## config.mk

```make
export PLATFORM = sky130hd
export DESIGN_NAME = param_up_down_counter
export DESIGN_NICKNAME = d
export VERILOG_FILES = /design/src/rtl/param_up_down_counter.sv
export SDC_FILE = /design/constraint.sdc
export NUM_CORES = 1
export LEC_CHECK = 0
export BUFFER_PORTS_ARGS = -buffer_cell sky130_fd_sc_hd__buf_2
export CORE_AREA = 8 8 45 47
export DETAILED_ROUTE_END_ITERATION = 10
export DIE_AREA = 0 0 53 55
export SYNTH_ARGS = -nofsm -noshare
export SYNTH_HDL_FRONTEND = slang
export SYNTH_SLANG_ARGS = --single-unit
```

## constraint.sdc

```tcl
create_clock -name clk -period 1.5 [get_ports clk]
set_input_delay 0.45 -clock clk [delete_from_list [all_inputs] [get_ports clk]]
set_output_delay 0.45 -clock clk [all_outputs]
set_load 0.01 [all_outputs]
```

## src/rtl/param_up_down_counter.sv

```systemverilog
// -----------------------------------------------------------------------------
// param_up_down_counter
//
// Modulo-MODULUS up/down counter with parallel load, terminal-count flag,
// one-cycle wrap pulse and a sticky error flag for out-of-range loads.
//
// Optional feature: define UDC_SAT_EN to add the `sat` input. With sat=1 the
// counter holds at its end value instead of wrapping. Without the macro the
// port and its logic are absent and the counter always wraps.
//
// Parameters
//   WIDTH    : counter width in bits (>= 2)
//   MODULUS  : count range 0..MODULUS-1 (2 <= MODULUS <= 2**WIDTH)
//
// Ports
//   clk      : clock, all state changes on rising edge
//   reset    : synchronous active-low reset (q, wrap, err -> 0)
//   en       : count enable
//   up       : direction, 1 = up, 0 = down
//   load     : parallel-load strobe (wins over en)
//   load_val : parallel-load value
//   sat      : saturate mode select (UDC_SAT_EN builds only)
//   q        : registered count
//   tc       : combinational terminal count for the current direction
//   wrap     : registered pulse, high for the cycle after a wrapping edge
//   err      : sticky flag, set by a load with load_val >= MODULUS
// -----------------------------------------------------------------------------
module param_up_down_counter #(
    parameter int WIDTH   = 4,
    parameter int MODULUS = 16
) (
    input  logic             clk,
    input  logic             reset,
    input  logic             en,
    input  logic             up,
    input  logic             load,
    input  logic [WIDTH-1:0] load_val,
`ifdef UDC_SAT_EN
    input  logic             sat,
`endif
    output logic [WIDTH-1:0] q,
    output logic             tc,
    output logic             wrap,
    output logic             err
);

    localparam logic [WIDTH-1:0] MAXV  = WIDTH'(MODULUS - 1);
    localparam logic [WIDTH-1:0] ONE   = WIDTH'(1);
    // One extra bit so MODULUS == 2**WIDTH is representable in the range check.
    localparam logic [WIDTH:0]   MOD_W = (WIDTH + 1)'(MODULUS);

    logic [WIDTH-1:0] r_q;
    logic             r_wrap;
    logic             r_err;

    logic             w_at_max;
    logic             w_at_zero;
    logic             w_end;
    logic             w_sat_hold;
    logic             w_load_oor;
    logic [WIDTH-1:0] w_load_q;
    logic [WIDTH-1:0] w_count_q;

    assign w_at_max  = (r_q == MAXV);
    assign w_at_zero = (r_q == '0);
    // End of range in the current direction: next enabled step would wrap.
    assign w_end     = up ? w_at_max : w_at_zero;

`ifdef UDC_SAT_EN
    assign w_sat_hold = sat & w_end;
`else
    assign w_sat_hold = 1'b0;
`endif

    assign w_load_oor = ({1'b0, load_val} >= MOD_W);
    assign w_load_q   = w_load_oor ? MAXV : load_val;

    always_comb begin
        w_count_q = r_q;
        if (w_sat_hold) begin
            w_count_q = r_q;
        end else if (up) begin
            w_count_q = w_at_max ? '0 : (r_q + ONE);
        end else begin
            w_count_q = w_at_zero ? MAXV : (r_q - ONE);
        end
    end

    always_ff @(posedge clk) begin
        if (!reset) begin
            r_q    <= '0;
            r_wrap <= 1'b0;
            r_err  <= 1'b0;
        end else if (load) begin
            r_q    <= w_load_q;
            r_wrap <= 1'b0;
            if (w_load_oor) begin
                r_err <= 1'b1;
            end
        end else if (en) begin
            r_q    <= w_count_q;
            r_wrap <= w_end & ~w_sat_hold;
        end else begin
            r_wrap <= 1'b0;
        end
    end

    assign q    = r_q;
    assign tc   = w_end;
    assign wrap = r_wrap;
    assign err  = r_err;

endmodule
```

==> results summary <==
For the worst setup path, the data arrival time is 1.40 ns. Entering global routing, the biggest net connects 9 pins. The total setup violations reported at the end of the flow is 2. After technology mapping, the gate count stands at 47.

Max-cap violations in this run came to 0. The via count of the first global-routing pass is 395. The top-level port count came out at 16.

The cell count of the worst hold path came out at 3. The cell area that synthesis handed to floorplanning was 387 um^2. The number of synthesized register bits came out at 5. Data on the critical path is required at its endpoint by 1.05 ns. The worst hold path belongs to the class primary input to register.

The height of the die came out at 55 um. The final wirelength came out at 1030 um. The number of placed cells counting well taps came out at 82. The first-pass GRT wire length is 1620 um.

The area enclosed by the die boundary came out at 0.00292 mm^2. The via count is 421. The pre-CTS setup slack came out at -0.204 ns. The setup path with the least slack is of type register to output port. CTS built an H-tree with a depth of 1. The largest buffer count on any clock path came out at 2. The number of clock buffers added by TritonCTS is 3. After legalization and detailed placement, the total HPWL measured 871 um. The final reports fail on setup timing.

The maximum net fanout on the critical path is 2. On the final layout, the worst clock skew is 0.00205 ns. TritonCTS built the clock tree. The aggregate global routing overflow came out at 0. The all-layer global routing usage came out at 7.16%.

Dividing total power by cell area gives a power density of 790 mW/mm^2. The quantity of hold-fixing buffers added after cts is 0. After clock tree synthesis, the clock-pin slew on the worst setup and hold paths is 0.04 ns.

The cell count of the worst reg-to-reg path came out at 8. The routed wire length per instance is 11.6 um. The clock latency of the later-clocked register in the worst-skew pair is 0.24 ns. After detailed routing, the number of vias per cell comes to 4.73. The post-detailed-route DRC marker count came out at 0. The initial standard-cell utilization of the core came out at 27.9%. The final-report max-slew violation count came to 0. The post-layout instance count excluding filler cells is 89. The slowest stage of the critical path belongs to the cell sky130_fd_sc_hd__or3b_4. The final-report hold violation count is 0. The clock root buffer is sky130_fd_sc_hd__clkbuf_4. The total leakage power came out at 0.276 nW.

The horizontal die dimension is 53 um. The number of nets in the synthesized netlist is 58. The row count is 14. At the end of routability-driven placement, the weighted congestion stood at 0.714. The number of antenna cells inserted came out at 0. The count of yosys warnings during synthesis came out at 0. The first routing iteration left 10 violations. The number of different library cells used by synthesis comes to 26. The run finished, with violations left.

The share of the yosys chip area belonging to registers is 25.9%. The number of antenna violations at the first check in global routing came out at 0. The number of nets still failing antenna checks after routing is 0. The largest incremental delay on the critical path is 0.39 ns. The core region area came out at 0.00138 mm^2. Traced cell by cell, the critical path runs through inv_2 -> ha_4 -> or3b_4 -> o21ai_4 -> buf_6.

The maximum VDD drop came out at 0.347 mV. For this design, the sink count on the clock tree is 5. The number of nets in the finished design came out at 85.

From synthesis to final layout, the design area changed by 56.6%. Port buffering added 14 buffers. The fraction of final layout cells sized beyond drive strength 1 is 52.1%. The number of iterations in the first detailed-routing pass came out at 4.

The worst setup path is launched from a register. The final critical path takes up 124% of the cycle. The minimum setup slack in the final design is -0.353 ns. The worst setup path is captured at an output port. Counting I/O delays and the setup requirement, the final critical path takes 1.85 ns.

Setup repair after global routing could not meet its margin everywhere. Dividing the synthesized area by the synthesized cell count gives 8.23 um^2. The highest clock frequency the design can meet came out at 0.540 GHz.
power by group:
group	total, mW	switching (mW)	internal [mW]
registers	0.152	0.00845	0.143
logic	0.173	0.0794	0.0937
clock network	0.154	0.0532	0.100
total	0.479	0.141	0.338
synth_stat cells, drive strengths merged:
master,number,area (um^2)
a21oi,4,23.8
a31oi,2,12.5
and2,1,6.26
buf,2,18.8
conb,1,3.75
dfxtp,5,100
ha,2,25.0
inv,5,18.8
mux2,1,11.3
mux2i,1,10.0
nand2,2,7.51
nand2b,1,6.26
nand3,1,5.00
nand3b,1,7.51
nand4,2,12.5
nor2,2,7.51
nor2b,1,6.26
nor3b,2,15.0
o21ai,5,25.0
o311a,1,10.0
o32ai,1,8.76
o41ai,1,16.3
or3b,1,11.3
xnor2,2,17.5
sequential cells by signal (all words and copies together) (netlist names):
signal and flops:
wrap 1, q 4
per-stage QoR:
step                      hold slack (ns)  power (mW)  instance area (um^2)  util, %  setup TNS [ns]
final                               0.441       0.479                   606     43.8          -0.602
after global routing                0.456       0.505                   606     43.8          -0.728
after CTS                           0.440       0.476                   594     42.9          -0.381
after detailed placement            0.629       0.311                   542     39.2          -0.239
after global placement              0.649       0.309                   542     39.2          -0.222
after floorplan                     0.541       0.251                   418        -         -0.0768
layout make-up:
class / count / area (um^2)
fill: 139 / 778
sequential: 5 / 105
timing repair buffer: 24 / 155
clock buffer: 4 / 26.3
multi-input combinational: 35 / 278
tap: 16 / 20.0
inverter: 5 / 21.3
cells by family after synthesis:
| logic type | count (synthesis) | share of synthesized area (%) |
|---|---|---|
| AO/OA/AOI/OAI | 14 | 24.9 |
| other | 1 | 0.970 |
| AND/OR/NAND/NOR | 14 | 22.0 |
| adder cells (fa/ha/maj) | 2 | 6.47 |
| XOR/XNOR | 2 | 4.53 |
| flip-flops | 5 | 25.9 |
| buffers and inverters | 7 | 9.71 |
| multiplexers | 2 | 5.50 |
cell usage in the layout (no fill, tap or decap), types with 2 or more instances in the layout:
cell                       synthesis  routed
sky130_fd_sc_hd__buf_6             1       2
sky130_fd_sc_hd__nand4_1           2       2
sky130_fd_sc_hd__a21oi_1           3       3
sky130_fd_sc_hd__dfxtp_1           5       3
sky130_fd_sc_hd__buf_2             0      13
sky130_fd_sc_hd__o21ai_0           5       4
sky130_fd_sc_hd__inv_1             5       3
sky130_fd_sc_hd__nor2_1            2       2
sky130_fd_sc_hd__buf_4             1       9
sky130_fd_sc_hd__a31oi_1           2       2
sky130_fd_sc_hd__xnor2_1           2       2
sky130_fd_sc_hd__clkbuf_4          0       3
sky130_fd_sc_hd__nand2_1           2       2
worst paths after layout:
kind / from / slack [ns] / end
worst max-delay path: q[1]$_SDFFE_PN0P_ / -0.35 / tc
worst min-delay path: load_val[0] / 0.44 / q[0]$_SDFFE_PN0P_
worst max register to register: q[1]$_SDFFE_PN0P_ / -0.25 / q[0]$_SDFFE_PN0P_
worst min register to register: q[3]$_SDFFE_PN0P_ / 0.66 / wrap$_SDFF_PP0_
worst max-delay path: cells and delay by family, from the launching register on:
kind                       cells  cell delay (ns)
and+or+nand+nor                1             0.39
DFF                            1             0.32
buffers and inverters          2             0.19
AOI/OAI and AO/OA              1             0.14
adders and majority gates      1             0.13
timing repair:
item	4_1_cts	5_1_grt
endpoints found under the setup margin	2	2
hold endpoints to repair	0	0
buffers inserted	2	1
resized for setup	2	1
pin swaps	4	3
metal layers:
metal  GRT usage [%]  share of wire (%)  up-vias
met4            2.59                  0        0
met3            2.41                8.7        0
met5               0                  0        -
met1            7.31                 43      187
met2            13.3                 48       14
li1                -                  -      220
Power figures use the tool's default switching activity.
